==> config.mk <==
export PLATFORM = sky130hd
export DESIGN_NAME = xbar_cfg_loader
export DESIGN_NICKNAME = d
export VERILOG_FILES = /design/src/rtl/xbar_cfg_pkg.sv /design/src/rtl/xbar_sel_range_check.sv /design/src/rtl/xbar_cfg_loader.sv
export SDC_FILE = /design/constraint.sdc
export NUM_CORES = 1
export LEC_CHECK = 0
export CAP_MARGIN = 0
export CORE_MARGIN = 5
export CORE_UTILIZATION = 45
export CTS_CLUSTER_SIZE = 8
export DETAILED_ROUTE_END_ITERATION = 10
export PLACE_DENSITY = 0.73
export SETUP_SLACK_MARGIN = 0.05
export SLEW_MARGIN = 25
export SYNTH_ARGS = -nofsm -noshare
export SYNTH_HDL_FRONTEND = slang
export SYNTH_SLANG_ARGS = --single-unit
==> constraint.sdc <==
create_clock -name clk -period 6.9 [get_ports clk]
set_input_delay 1.38 -clock clk [delete_from_list [all_inputs] [get_ports clk]]
set_output_delay 1.38 -clock clk [all_outputs]
set_load 0.01 [all_outputs]
==> src/rtl/xbar_cfg_pkg.sv <==
// rtl/xbar_cfg_pkg.sv - shared sizes and FSM state type for the crossbar config loader
package xbar_cfg_pkg;

    localparam int NUM_INS  = 33;
    localparam int NUM_OUTS = 40;
    localparam int SEL_W    = 6;
    localparam int BEAT_W   = 8;

    localparam int CFG_W  = NUM_OUTS * SEL_W;
    localparam int NBEATS = CFG_W / BEAT_W;
    localparam int CNT_W  = $clog2(NBEATS + 1);

    // ST_PARITY is only reachable when XBAR_CFG_PARITY_EN is defined.
    typedef enum logic [1:0] {
        ST_IDLE   = 2'd0,
        ST_LOAD   = 2'd1,
        ST_PARITY = 2'd2,
        ST_CHECK  = 2'd3
    } cfg_state_t;

endpackage

==> src/rtl/xbar_sel_range_check.sv <==
// rtl/xbar_sel_range_check.sv - combinational check that every selector addresses a real crossbar input
//  shadow     in   CFG_W  candidate configuration, selector j = [j*SEL_W +: SEL_W]
//  all_legal  out  1      high when every selector is < NUM_INS
module xbar_sel_range_check
    import xbar_cfg_pkg::*;
(
    input  logic [CFG_W-1:0] shadow,
    output logic             all_legal
);

    always_comb begin
        all_legal = 1'b1;
        for (int j = 0; j < NUM_OUTS; j++) begin
            // One extra bit so a NUM_INS of 2**SEL_W cannot wrap to zero.
            if ({1'b0, shadow[j*SEL_W +: SEL_W]} >= (SEL_W + 1)'(NUM_INS)) begin
                all_legal = 1'b0;
            end
        end
    end

endmodule

==> src/rtl/xbar_cfg_loader.sv <==
// rtl/xbar_cfg_loader.sv - beat-wise crossbar config loader with range check and atomic commit
//  Optional feature macro: XBAR_CFG_PARITY_EN (adds a trailing parity beat per load).
//  clk             in   1       clock
//  reset           in   1       synchronous, active-high
//  io_cfg_start    in   1       begin a new load; aborts a load in progress
//  io_cfg_valid    in   1       beat valid
//  io_cfg_ready    out  1       beat accepted when valid && ready
//  io_cfg_data     in   BEAT_W  beat payload, beat 0 fills the LSBs
//  io_mux_configs  out  CFG_W   active crossbar selectors
//  io_cfg_busy     out  1       loader not idle
//  io_cfg_done     out  1       pulse in the first cycle a new config is visible
//  io_cfg_err      out  1       sticky error, cleared by start or reset
module xbar_cfg_loader
    import xbar_cfg_pkg::*;
(
    input  logic              clk,
    input  logic              reset,
    input  logic              io_cfg_start,
    input  logic              io_cfg_valid,
    output logic              io_cfg_ready,
    input  logic [BEAT_W-1:0] io_cfg_data,
    output logic [CFG_W-1:0]  io_mux_configs,
    output logic              io_cfg_busy,
    output logic              io_cfg_done,
    output logic              io_cfg_err
);

    cfg_state_t        state;
    cfg_state_t        next_state;
    logic [CNT_W-1:0]  cnt;
    logic [CFG_W-1:0]  shadow;
    logic [CFG_W-1:0]  active;
    logic              done_q;
    logic              err_q;

    logic              all_legal;
    logic              beat_fire;
    logic              load_beat;
    logic              cnt_clr;
    logic              commit;
    logic              set_err;
    logic              clr_err;

    xbar_sel_range_check u_range_check (
        .shadow    (shadow),
        .all_legal (all_legal)
    );

    assign io_cfg_ready   = (state == ST_LOAD || state == ST_PARITY) && !io_cfg_start;
    assign io_cfg_busy    = (state != ST_IDLE);
    assign io_cfg_done    = done_q;
    assign io_cfg_err     = err_q;
    assign io_mux_configs = active;

    assign beat_fire = io_cfg_valid && io_cfg_ready;
    assign load_beat = beat_fire && (state == ST_LOAD);

    always_ff @(posedge clk) begin
        if (reset) begin
            state <= ST_IDLE;
        end else begin
            state <= next_state;
        end
    end

    always_comb begin
        next_state = state;
        cnt_clr    = 1'b0;
        commit     = 1'b0;
        set_err    = 1'b0;
        clr_err    = 1'b0;
        case (state)
            ST_IDLE: begin
                if (io_cfg_start) begin
                    next_state = ST_LOAD;
                    cnt_clr    = 1'b1;
                    clr_err    = 1'b1;
                end
            end
            ST_LOAD: begin
                if (io_cfg_start) begin
                    cnt_clr = 1'b1;
                    clr_err = 1'b1;
                end else if (beat_fire && cnt == CNT_W'(NBEATS - 1)) begin
`ifdef XBAR_CFG_PARITY_EN
                    next_state = ST_PARITY;
`else
                    next_state = ST_CHECK;
`endif
                end
            end
`ifdef XBAR_CFG_PARITY_EN
            ST_PARITY: begin
                if (io_cfg_start) begin
                    next_state = ST_LOAD;
                    cnt_clr    = 1'b1;
                    clr_err    = 1'b1;
                end else if (beat_fire) begin
                    if (io_cfg_data[0] == ^shadow) begin
                        next_state = ST_CHECK;
                    end else begin
                        next_state = ST_IDLE;
                        set_err    = 1'b1;
                    end
                end
            end
`endif
            ST_CHECK: begin
                // The check always finishes; a start here only redirects to LOAD afterwards.
                if (all_legal) begin
                    commit = 1'b1;
                end else begin
                    set_err = 1'b1;
                end
                if (io_cfg_start) begin
                    next_state = ST_LOAD;
                    cnt_clr    = 1'b1;
                    clr_err    = 1'b1;
                end else begin
                    next_state = ST_IDLE;
                end
            end
            default: next_state = ST_IDLE;
        endcase
    end

    always_ff @(posedge clk) begin
        if (reset) begin
            cnt    <= '0;
            shadow <= '0;
            active <= '0;
            done_q <= 1'b0;
            err_q  <= 1'b0;
        end else begin
            done_q <= commit;
            if (cnt_clr) begin
                cnt <= '0;
            end else if (load_beat) begin
                cnt <= cnt + 1'b1;
            end
            if (load_beat) begin
                shadow[cnt*BEAT_W +: BEAT_W] <= io_cfg_data;
            end
            if (commit) begin
                active <= shadow;
            end
            // A failed check in the same cycle as a new start still reports its error.
            if (set_err) begin
                err_q <= 1'b1;
            end else if (clr_err) begin
                err_q <= 1'b0;
            end
        end
    end

endmodule
Word level (Yosys, flattened, before mapping)
Cells that the tools add are included.
Cells by class
  mux-type cells: 54
  add/subtract/negate cells: 2
  reduce and logical (&&, ||, !) cells: 12
  equality and inequality tests: 7
  $lt $le $gt $ge: 40
  shifts and indexed selects: 2
Operators with widths (count)
  bitwise mux 240 bit: 1
  greater-or-equal comparator 6 bit, second input constant: 40
  variable shift 8 x 34 -> 240 bit, first input constant: 1
  indexed part select 8 x 34 -> 240 bit: 1
  two-way mux 1 bit: 49
  negation 8 -> 34 bit: 1
  two-way mux 2 bit: 3
  one-hot mux 2 bit (3 select lines): 1
  adder 5 x 1 -> 5 bit, second input constant: 1
  == test 5 bit, second input constant: 1
  == test 2 bit, second input constant: 2
  logical AND 1 bit: 4
  inequality test 2 bit, second input constant: 2
  nonzero test 2 bit: 2
  AND reduction 3 bit: 1
  OR reduction 3 bit: 1
  == test 2 x 1 -> 1 bit, second input constant: 1
  zero test 2 bit: 1
  inequality test 2 x 1 -> 1 bit, second input constant: 1
  OR reduction 2 bit: 1
  zero test 1 bit: 1
  logical OR 1 bit: 1
Word-level totals
  register bits after elaboration: 489
  logic and storage cells: 123
  output and inout bits: 244
  input bits: 12

Logic depth before layout (Yosys ltp)
Gate-level depths: netlist (run 1).
  word-level depth: 44
  mapped depth: 12
  gate-level depth less buffers: 9

By module
From an unflattened synthesis (run 1), not the netlist that was laid out.
Unflattened totals
  cells, all modules: 2218
  area total of the unflattened synthesis: 18835.6 um^2
By module, submodules not included
  xbar_cfg_loader: times used 1, seq. area each 9789.4 um^2, area an instance 18241.2 um^2, cells each 2125
  xbar_sel_range_check: times used 1, seq. area each 0.0 um^2, area an instance 594.3 um^2, cells each 93

Least setup slack after synthesis (run 1)
No wires, ideal clock.
  kind: input port to flip-flop
  start: input io_cfg_start
  end: register shadow[176]
  data required time: 6.772 ns
  setup time: 0.128 ns
  stages: 5
  setup slack: 3.793 ns
  arrival time: 2.979 ns
  path buffers: 0
  path through: nand4b_1 nor4_2 nand4_1 mux2i_1 nor2_1
Between the ends
  cells in the longest elaborated chain, start to end: 4
RTL lines
  from (decl): RTL line xbar_cfg_loader.sv:18  | input logic io_cfg_start,
  zero test 1 bit: RTL line xbar_cfg_loader.sv:49  | assign io_cfg_ready = (state == ST_LOAD || state == ST_PARITY) && !io_cfg_start;
  logical AND 1 bit: RTL line xbar_cfg_loader.sv:49
  logical AND 1 bit: RTL line xbar_cfg_loader.sv:55  | assign beat_fire = io_cfg_valid && io_cfg_ready;
  logical AND 1 bit: RTL line xbar_cfg_loader.sv:56  | assign load_beat = beat_fire && (state == ST_LOAD);
  to (signal, indexed assignment): RTL line xbar_cfg_loader.sv:142  | shadow[cnt*BEAT_W +: BEAT_W] <= io_cfg_data;
  to (decl): RTL line xbar_cfg_loader.sv:31  | logic [CFG_W-1:0] shadow;
Every way passes these cells.
A chain may end at the register's enable or synchronous reset.

Worst setup path in the final report (run 1)
  start: register cnt[0]
  end: register shadow[130]
Between the ends
  cells in the longest elaborated chain, start to end: 3
  elaborated cells on any way between the ends: 4
  classes of those cells: add/sub: 1; shift: 2; mux: 1
RTL lines
  from (decl): RTL line xbar_cfg_loader.sv:30  | logic [CNT_W-1:0] cnt;
  from (signal assigned): RTL line xbar_cfg_loader.sv:139  | cnt <= cnt + 1'b1;
  negation 8 -> 34 bit *: RTL line xbar_cfg_loader.sv:142
  indexed part select 8 x 34 -> 240 bit / variable shift 8 x 34 -> 240 bit (equally long branches): RTL line xbar_cfg_loader.sv:142
  bitwise mux 240 bit *: RTL line xbar_cfg_loader.sv:142
Every way passes the cells marked *; elsewhere a longest branch is shown, timed or not.

==> reports/qor.yml, run 1 <==
clocking:
  ctsHoldBuffers: 0
  clock_latency_ns: 0.59
  clkTransAtPathRegs_ns: 0.05
  numCtsBuffers: 71
  clock-sinks: 489
  cts_resized: 0
  cts_setup_buffers: 0
  cts.path.max_buffers: 3
  cts_tree: "built"
  htree_levels: 3
  cts_root_buf: "clkbuf_16"
drt:
  routed-via-count: 16800
  drc_errors: 0
  wl_per_cell_um: 20.2
  wl_um: 61400
  drt_iter0_drc: 1570
  vias_per_cell: 5.53
  drt_pass1_iterations: 6
  drtAntennaViolNets: 0
power:
  leakagePower_uw: 0.00815
  finalPower_uw: 5960
  peakVddDrop_mv: 0.150
  power_density_nw_per_um2: 243
worst_setup_path:
  cp_max_fo: 50
  critPathBufInv: 1
  rr_worst_depth: 9
  crit_top_cell: "ha_1"
  crit_end: "shadow[130]"
  r2r_end: "shadow[130]"
  crit_type: "flop to flop"
  critical_path.top_delay_family: "simple AND/OR/NAND/NOR gates"
  crit_path_cell_trace: "inv_1 > ha_1 > nor3b_1 > ha_1 > o21a_1 > nand3b_2 > nor3_4 > mux2i_1 > nor2_1"
  crit_arrival_ns: 5.10
  worstSetupStartpoint: "cnt[0]"
  cp.required_ns: 7.31
  worstReg2RegStart: "cnt[0]"
  slowest_delay_ns: 0.80
  end_kind: "flop"
  cp_slowest_cell: "nand3b_2"
  start_kind: "flop"
  cp_num_cells: 9
  r2r_setup_slack_ns: 2.21
yosys:
  synth_top_cell_by_area: "dfxtp_1"
  synth_cell_types: 52
  synth_area_um2: 20100
  synth.area.mux_share_pct: 18.5
  ys_seq_area_share_pct: 48.6
  yosys.area_share.simple_pct: 21.5
  syn-num-nets: 2275
  synth_area_leaders: "dfxtp_1 49%, mux2i_1 19%, nand2_1 11%"
  synth_top_area_share_pct: 48.6
  synth_top_family_by_area: "simple AND/OR/NAND/NOR gates"
  async_reset_ff_share_pct: 0
  synth-compound-area-share_pct: 5.58
  synth.most_common_cell: "nand2_1"
  syn_avg_cell_area_um2: 8.93
  synth_fa_ha_area_share_pct: 0.497
  synth-edff-count: 0
  synth-xor-area-share_pct: 0.292
  synth_ff_type: "dfxtp_1"
  netlist_instances: 2255
  synthTopCellsByCount: "570 x nand2_1, 489 x dfxtp_1, 373 x mux2i_1, 232 x nor2_1, 113 x clkbuf_1"
  ys_warn_count: 0
  ys_ff_latch: 489
sta:
  holdWs_ns: 0.453
  worst_pin_slew_ns: 1.10
  maxSlewHeadroom_pct: 26.6
  min_period_over_period_pct: 68.0
  rsz0062_at_grt: "no"
  fin_ws_ns: 2.21
  period_minus_slack_ns: 4.69
  finalClockSkew_ns: 0.0387
  setup_violations: 0
  finalHoldViolations: 0
  fmax_ghz: 0.213
  setup_tns_ns: 0
  slew_viol_final: 0
place:
  dp_hpwl_um: 42700
  place.gp.congestion: 0.895
  io_buffers: 255
  pre_cts_ws_ns: 2.32
  numPlacedInstances: 2959
job:
  drv_cap: 0
finish:
  multi_input_area_um2: 9360
  drive_gt1_share_pct: 4.82
  nets: 2462
  stdcell_count: 3042
  nFillCells: 3942
  regArea_um2: 9790
  synthToLayoutAreaGrowth_pct: 21.8
global_routing:
  overflow: 0
  grt_max_degree: 169
  grt_usage_pct: 23.9
  grt_pass1_wl_um: 95100
  grt_pass1_vias: 16500
  antenna_found_initial: 3
die:
  fp.dieW_um: 222
  rows: 77
  initial_core_util_pct: 45.5
  io-pin-count: 256
  dieArea_um2: 49100
  die-height_um: 222
  core-area_um2: 44200
hold_path:
  hp-class: "flop to flop"
outcome:
  run_status: "completed"
layout make-up:
| cell class | instances | area share (%) |
|---|---|---|
| flip-flops and latches | 489 | 39.9 |
| multi-input cells | 1604 | 38.2 |
| repair buffers | 266 | 11.1 |
| clock buffers | 73 | 7.36 |
| well taps | 592 | 3.02 |
| clock inverters | 5 | 0.209 |
| inverters | 10 | 0.184 |
| diodes | 3 | 0.0306 |
flip-flops by register name, summed over array words and instances, names as in the netlist:
name,flops
io_mux_configs,240
cnt,5
state,2
io_cfg_err,1
shadow,240
io_cfg_done,1
per-stage QoR:
stage                     area (um^2)  util (%)
after global routing            24500      55.4
after floorplan                 20100         -
after detailed placement        22600      51.1
final                           24500      55.4
after CTS                       24500      55.3
after global placement          22600      51.1
worst min-delay path by stage:
stage | from | to | slack, ns | cells after the start
finish | io_mux_configs[120] | io_mux_configs[120] | 0.45 | 2
global route | io_mux_configs[37] | io_mux_configs[37] | 0.48 | 2
CTS | io_mux_configs[105] | io_mux_configs[105] | 0.46 | 2
detailed placement | io_mux_configs[221] | io_mux_configs[221] | 0.45 | 2
global placement | io_mux_configs[73] | io_mux_configs[73] | 0.44 | 2
floorplan | shadow[4] | shadow[4] | 0.44 | 2
routing by layer:
metal / GRT usage [%] / wire length (um) / up-vias
met1: 31.8 / 26700 / 8099
met3: 5.98 / 4800 / 130
met4: 8.43 / 1830 / 0
met2: 38.1 / 28000 / 672
met5: 0 / 0 / -
li1: - / - / 7928
kinds of logic (layout without fill, tap and decap cells):
logic type	after synthesis	count (layout)
buf+inv	162	354
flops	489	489
xor+xnor	5	5
simple gates	1001	1001
fa+ha+maj	8	8
mux	373	373
compound gates	217	217
other cells	0	3
layout by cell type, fill, tap and decap left out, types with 4 or more instances in the layout:
cell type        instances
a21oi_1                111
and2_1                   4
buf_4                    6
clkbuf_16               72
clkdlybuf4s50_1        254
dfxtp_1                489
ha_1                     8
inv_1                    9
mux2i_1                373
nand2_1                570
nand2b_1                 5
nand3_1                 33
nand4_1                 15
nor2_1                 232
nor2_2                   6
nor2_4                   8
nor2b_1                  9
nor3_1                  51
o21ai_0                 76
o21ai_1                 23
or3_1                    4
or4_1                   43
worst reg2reg max path, delay by kind of cell (launching register included):
kind | cells | cell delay, ns
buf+inv | 1 | 0.20
mux | 1 | 0.27
compound gates | 1 | 0.51
flops | 1 | 0.78
simple gates | 4 | 1.81
fa+ha+maj | 2 | 0.96
where the power goes:
group | total [uW] | switching, uW | internal [uW]
combinational | 108 | 88.4 | 19.4
clock | 3020 | 1180 | 1830
sequential | 2830 | 2.04 | 2830
total | 5960 | 1270 | 4690
No activity file was read; power rests on OpenSTA's default activity.
==> inputs of run 2 (changes only) <==
--- a/config.mk
+++ b/config.mk
@@ -10,7 +10,7 @@
 export CORE_UTILIZATION = 45
 export CTS_CLUSTER_SIZE = 8
 export DETAILED_ROUTE_END_ITERATION = 10
-export PLACE_DENSITY = 0.73
+export PLACE_DENSITY = 0.76
 export SETUP_SLACK_MARGIN = 0.05
 export SLEW_MARGIN = 25
 export SYNTH_ARGS = -nofsm -noshare
==> constraint.sdc (replaced) <==
create_clock -name clk -period 4.1 [get_ports clk]
set_input_delay 0.82 -clock clk [delete_from_list [all_inputs] [get_ports clk]]
set_output_delay 0.82 -clock clk [all_outputs]
set_load 0.01 [all_outputs]
==> reports/qor.yml, run 2 (same netlist as run 1, synthesis figures left out) <==
clocking:
  cts_tree: "built"
  ctsHoldBuffers: 0
  clock-sinks: 489
  htree_levels: 3
  numCtsBuffers: 71
  cts_resized: 0
  clock_latency_ns: 0.59
  cts_setup_buffers: 0
  cts.path.max_buffers: 3
  clkTransAtPathRegs_ns: 0.05
  cts_root_buf: "clkbuf_16"
global_routing:
  antenna_found_initial: 3
  grt_pass1_wl_um: 95100
  overflow: 0
  grt_usage_pct: 23.8
  grt_pass1_vias: 16600
  grt_max_degree: 116
sta:
  period_minus_slack_ns: 3.43
  finalHoldViolations: 0
  finalClockSkew_ns: 0.0314
  setup_violations: 0
  worst_pin_slew_ns: 1.01
  min_period_over_period_pct: 83.6
  slew_viol_final: 0
  setup_tns_ns: 0
  fmax_ghz: 0.292
  maxSlewHeadroom_pct: 32.5
  rsz0062_at_grt: "no"
worst_setup_path:
  crit_arrival_ns: 3.91
  start_kind: "flop"
  worstSetupStartpoint: "shadow[133]"
  r2r_end: "io_mux_configs[105]"
  r2r_setup_slack_ns: 0.67
  cp.required_ns: 4.58
  worstReg2RegStart: "shadow[133]"
  crit_type: "flop to flop"
  crit_end: "io_mux_configs[105]"
  rr_worst_depth: 8
  cp_max_fo: 38
  end_kind: "flop"
drt:
  routed-via-count: 16900
  dr.max_layer_used: "met5"
  wl_um: 61500
  wl_met3_um: 5370
  drc_errors: 0
  wl_met1_um: 26300
  drt_iter0_drc: 1733
  drtAntennaViolNets: 0
  vias_per_cell: 5.53
  wl_met2_um: 27900
  wl_per_cell_um: 20.1
  drt_pass1_iterations: 6
die:
  dieArea_um2: 49100
  io-pin-count: 256
  core-area_um2: 44200
  fp.dieW_um: 222
  rows: 77
  die-height_um: 222
  initial_core_util_pct: 45.5
finish:
  drive_gt1_share_pct: 5.67
  final_util_pct: 55.9
  final_common_cell: "nand2_1"
  mostFrequentLayoutCells: "570 x nand2_1, 489 x dfxtp_1, 373 x mux2i_1, 254 x clkdlybuf4s50_1, 232 x nor2_1"
  synthToLayoutAreaGrowth_pct: 22.9
  nets: 2483
place:
  place.gp.congestion: 0.904
  dp_hpwl_um: 43700
  io_buffers: 255
power:
  leakagePower_uw: 0.00828
  power_density_nw_per_um2: 409
  peakVddDrop_mv: 0.254
hold_path:
  hp-class: "flop to flop"
  min_from: "io_mux_configs[184]"
job:
  drv_cap: 0
outcome:
  run_status: "completed"
[run 2: worst min path at each step]
stage / slack (ns) / cells past startpoint / end
2_1_floorplan: 0.44 / 2 / shadow[4]
3_3_place_gp: 0.44 / 2 / io_mux_configs[136]
3_5_place_dp: 0.45 / 2 / io_mux_configs[238]
4_1_cts: 0.46 / 2 / io_mux_configs[98]
5_1_grt: 0.47 / 2 / io_mux_configs[91]
6_report: 0.45 / 2 / io_mux_configs[184]
[run 2: layout make-up]
cell class | instances | area (um^2)
fillers | 3827 | 19500
flip-flops and latches | 489 | 9790
inverters | 10 | 45.0
well taps | 592 | 741
multi-input cells | 1604 | 9350
repair buffers | 287 | 2910
clock buffers | 75 | 1860
diodes | 2 | 5.00
clock inverters | 4 | 42.5
[run 2: per-layer routing]
metal  vias up  GRT usage [%]
met3       134           6.28
met5         -              0
met1      8109           31.7
met2       723           37.8
met4         2           8.15
li1       7970              -
[run 2: stage by stage]
step | cell area [um^2] | power [uW] | setup WS [ns] | hold WS [ns] | std cells
5_1_grt | 24700 | 10400 | 0.439 | 0.471 | 3063
6_report | 24700 | 10100 | 0.674 | 0.454 | 3063
3_3_place_gp | 22800 | 5040 | 0.714 | 0.443 | 2982
4_1_cts | 24700 | 10200 | 0.677 | 0.458 | 3061
2_1_floorplan | 20100 | 4990 | 1.05 | 0.440 | 2255
3_5_place_dp | 22800 | 5050 | 0.614 | 0.446 | 2982
[run 2: where the power goes]
group | switching, uW | internal [uW] | total, uW
Clock | 2000 | 3160 | 5160
Combinational | 149 | 37.8 | 187
Sequential | 3.54 | 4770 | 4770
Total | 2150 | 7970 | 10100
[run 2: worst max-delay path, stage by stage, from the launching register on]
cell,delay (ns)
dfxtp_1,0.32
or4_1,0.51
o21ai_0,0.45
nand4_1,0.25
nor4_1,0.59
and4_4,0.43
buf_12,0.21
buf_12,0.28
mux2i_1,0.24
==> inputs of run 3 (changes only) <==
==> constraint.sdc (replaced) <==
create_clock -name clk -period 3 [get_ports clk]
set_input_delay 0.6 -clock clk [delete_from_list [all_inputs] [get_ports clk]]
set_output_delay 0.6 -clock clk [all_outputs]
set_load 0.01 [all_outputs]
==> reports/qor.yml, run 3 (same netlist as run 1, synthesis figures left out) <==
outcome:
  run_status: "completed"
global_routing:
  overflow: 0
  grt_usage_pct: 24.6
  antenna_found_initial: 0
  grt_pass1_vias: 17000
  grt_pass1_wl_um: 97900
  grt_max_degree: 244
drt:
  drtAntennaViolNets: 0
  dr.max_layer_used: "met4"
  wl_met3_um: 5030
  wl_met1_um: 27000
  routed-via-count: 17200
  vias_per_cell: 5.46
  drt_iter0_drc: 1750
  wl_met2_um: 29000
  drc_errors: 0
  drt_pass1_iterations: 6
  wl_per_cell_um: 20.0
  wl_um: 62700
finish:
  drive_gt1_share_pct: 9.30
  multi_input_area_um2: 9450
  mostFrequentLayoutCells: "568 x nand2_1, 489 x dfxtp_1, 373 x mux2i_1, 254 x clkdlybuf4s50_1, 227 x nor2_1"
  synthToLayoutAreaGrowth_pct: 26.5
  nFillCells: 3733
  regArea_um2: 9790
  final_util_pct: 57.6
  antenna_cells: 0
  final_common_cell: "nand2_1"
  nets: 2563
  stdcell_count: 3141
hold_path:
  hold_end: "io_mux_configs[76]"
  min_from: "io_mux_configs[76]"
  hold_path_depth: 2
  hp-class: "flop to flop"
die:
  io-pin-count: 256
  dieArea_um2: 49100
  die-height_um: 222
  initial_core_util_pct: 45.5
  rows: 77
  core-area_um2: 44200
  fp.dieW_um: 222
worst_setup_path:
  end_kind: "flop"
  crit_arrival_ns: 3.43
  worstReg2RegStart: "shadow[19]"
  r2r_setup_slack_ns: 0.06
  cp.required_ns: 3.49
  rr_worst_depth: 9
  start_kind: "flop"
  crit_type: "flop to flop"
  r2r_end: "io_mux_configs[21]"
  cp_max_fo: 31
  worstSetupStartpoint: "shadow[19]"
sta:
  slew_viol_final: 0
  finalHoldViolations: 0
  min_period_over_period_pct: 98.0
  finalClockSkew_ns: 0.0312
  rsz0062_at_grt: "yes"
  worst_pin_slew_ns: 1.23
  setup_violations: 0
  maxSlewHeadroom_pct: 18.2
  fmax_ghz: 0.340
  period_minus_slack_ns: 2.94
  setup_tns_ns: 0
power:
  peakVddDrop_mv: 0.392
  leakagePower_uw: 0.00869
  power_density_nw_per_um2: 541
place:
  numPlacedInstances: 3056
  dp_hpwl_um: 45300
  place.gp.congestion: 0.961
  io_buffers: 255
job:
  drv_cap: 0
clocking:
  clkTransAtPathRegs_ns: 0.05
  cts.path.max_buffers: 3
  clock-sinks: 489
  cts_tree: "built"
  numCtsBuffers: 71
  htree_levels: 3
  clock_latency_ns: 0.59
  cts_root_buf: "clkbuf_16"
## run 3: changes by cell type in the layout (fill, tap and decap cells not counted), moves of 3 or more
cell	change
buf_12	+3
buf_4	+76
nor2_1	-5
nor2_2	+4
## run 3: area by class of cell
type,instances,area share (%)
tap,592,2.91
timing repair buffer,367,14.0
multi-input combinational,1604,37.1
clock buffer,74,7.19
sequential,489,38.4
clock inverter,5,0.172
inverter,10,0.177
## run 3: worst max-delay path: stages (launching register included)
cell and delay, ns:
dfxtp_1 0.31, or4_1 0.50, o21ai_0 0.36, nand4_1 0.31
nor4_4 0.20, buf_4 0.18, and4_4 0.27, buf_12 0.20
buf_16 0.25, mux2i_1 0.26
## run 3: stage by stage
stage	total power [uW]	hold WS, ns	area [um^2]	setup slack [ns]
2_1_floorplan	6810	0.440	20100	0.0646
3_3_place_gp	6910	0.446	23400	-0.227
3_5_place_dp	6910	0.448	23400	-0.324
4_1_cts	13800	0.457	25400	0.0158
5_1_grt	14200	0.472	25500	0.0210
6_report	13800	0.454	25500	0.0586
## run 3: metal layers
metal	GRT usage, %	vias to the layer above
met4	7.76	0
met1	33.2	8191
met5	0	-
li1	-	8128
met3	4.93	104
met2	40.0	730
## run 3: timing repair
item / 4_1_cts / 5_1_grt
buffers inserted: 0 / 6
setup endpoints to repair: 248 / 388
pin swaps: 0 / 6
gates resized for setup: 7 / 16
hold buffers: 0 / 0
## run 3: worst max path at each step
stage / to / cells past startpoint
floorplan: shadow[176] / 10
global placement: io_mux_configs[216] / 8
detailed placement: io_mux_configs[21] / 8
CTS: io_mux_configs[21] / 8
global route: shadow[148] / 8
finish: io_mux_configs[21] / 9
## run 3: where the power goes
part / switching, uW / internal (uW) / total (uW)
clock: 2720 / 4270 / 6980
sequential: 3.49 / 6510 / 6520
combinational: 207 / 61.7 / 268
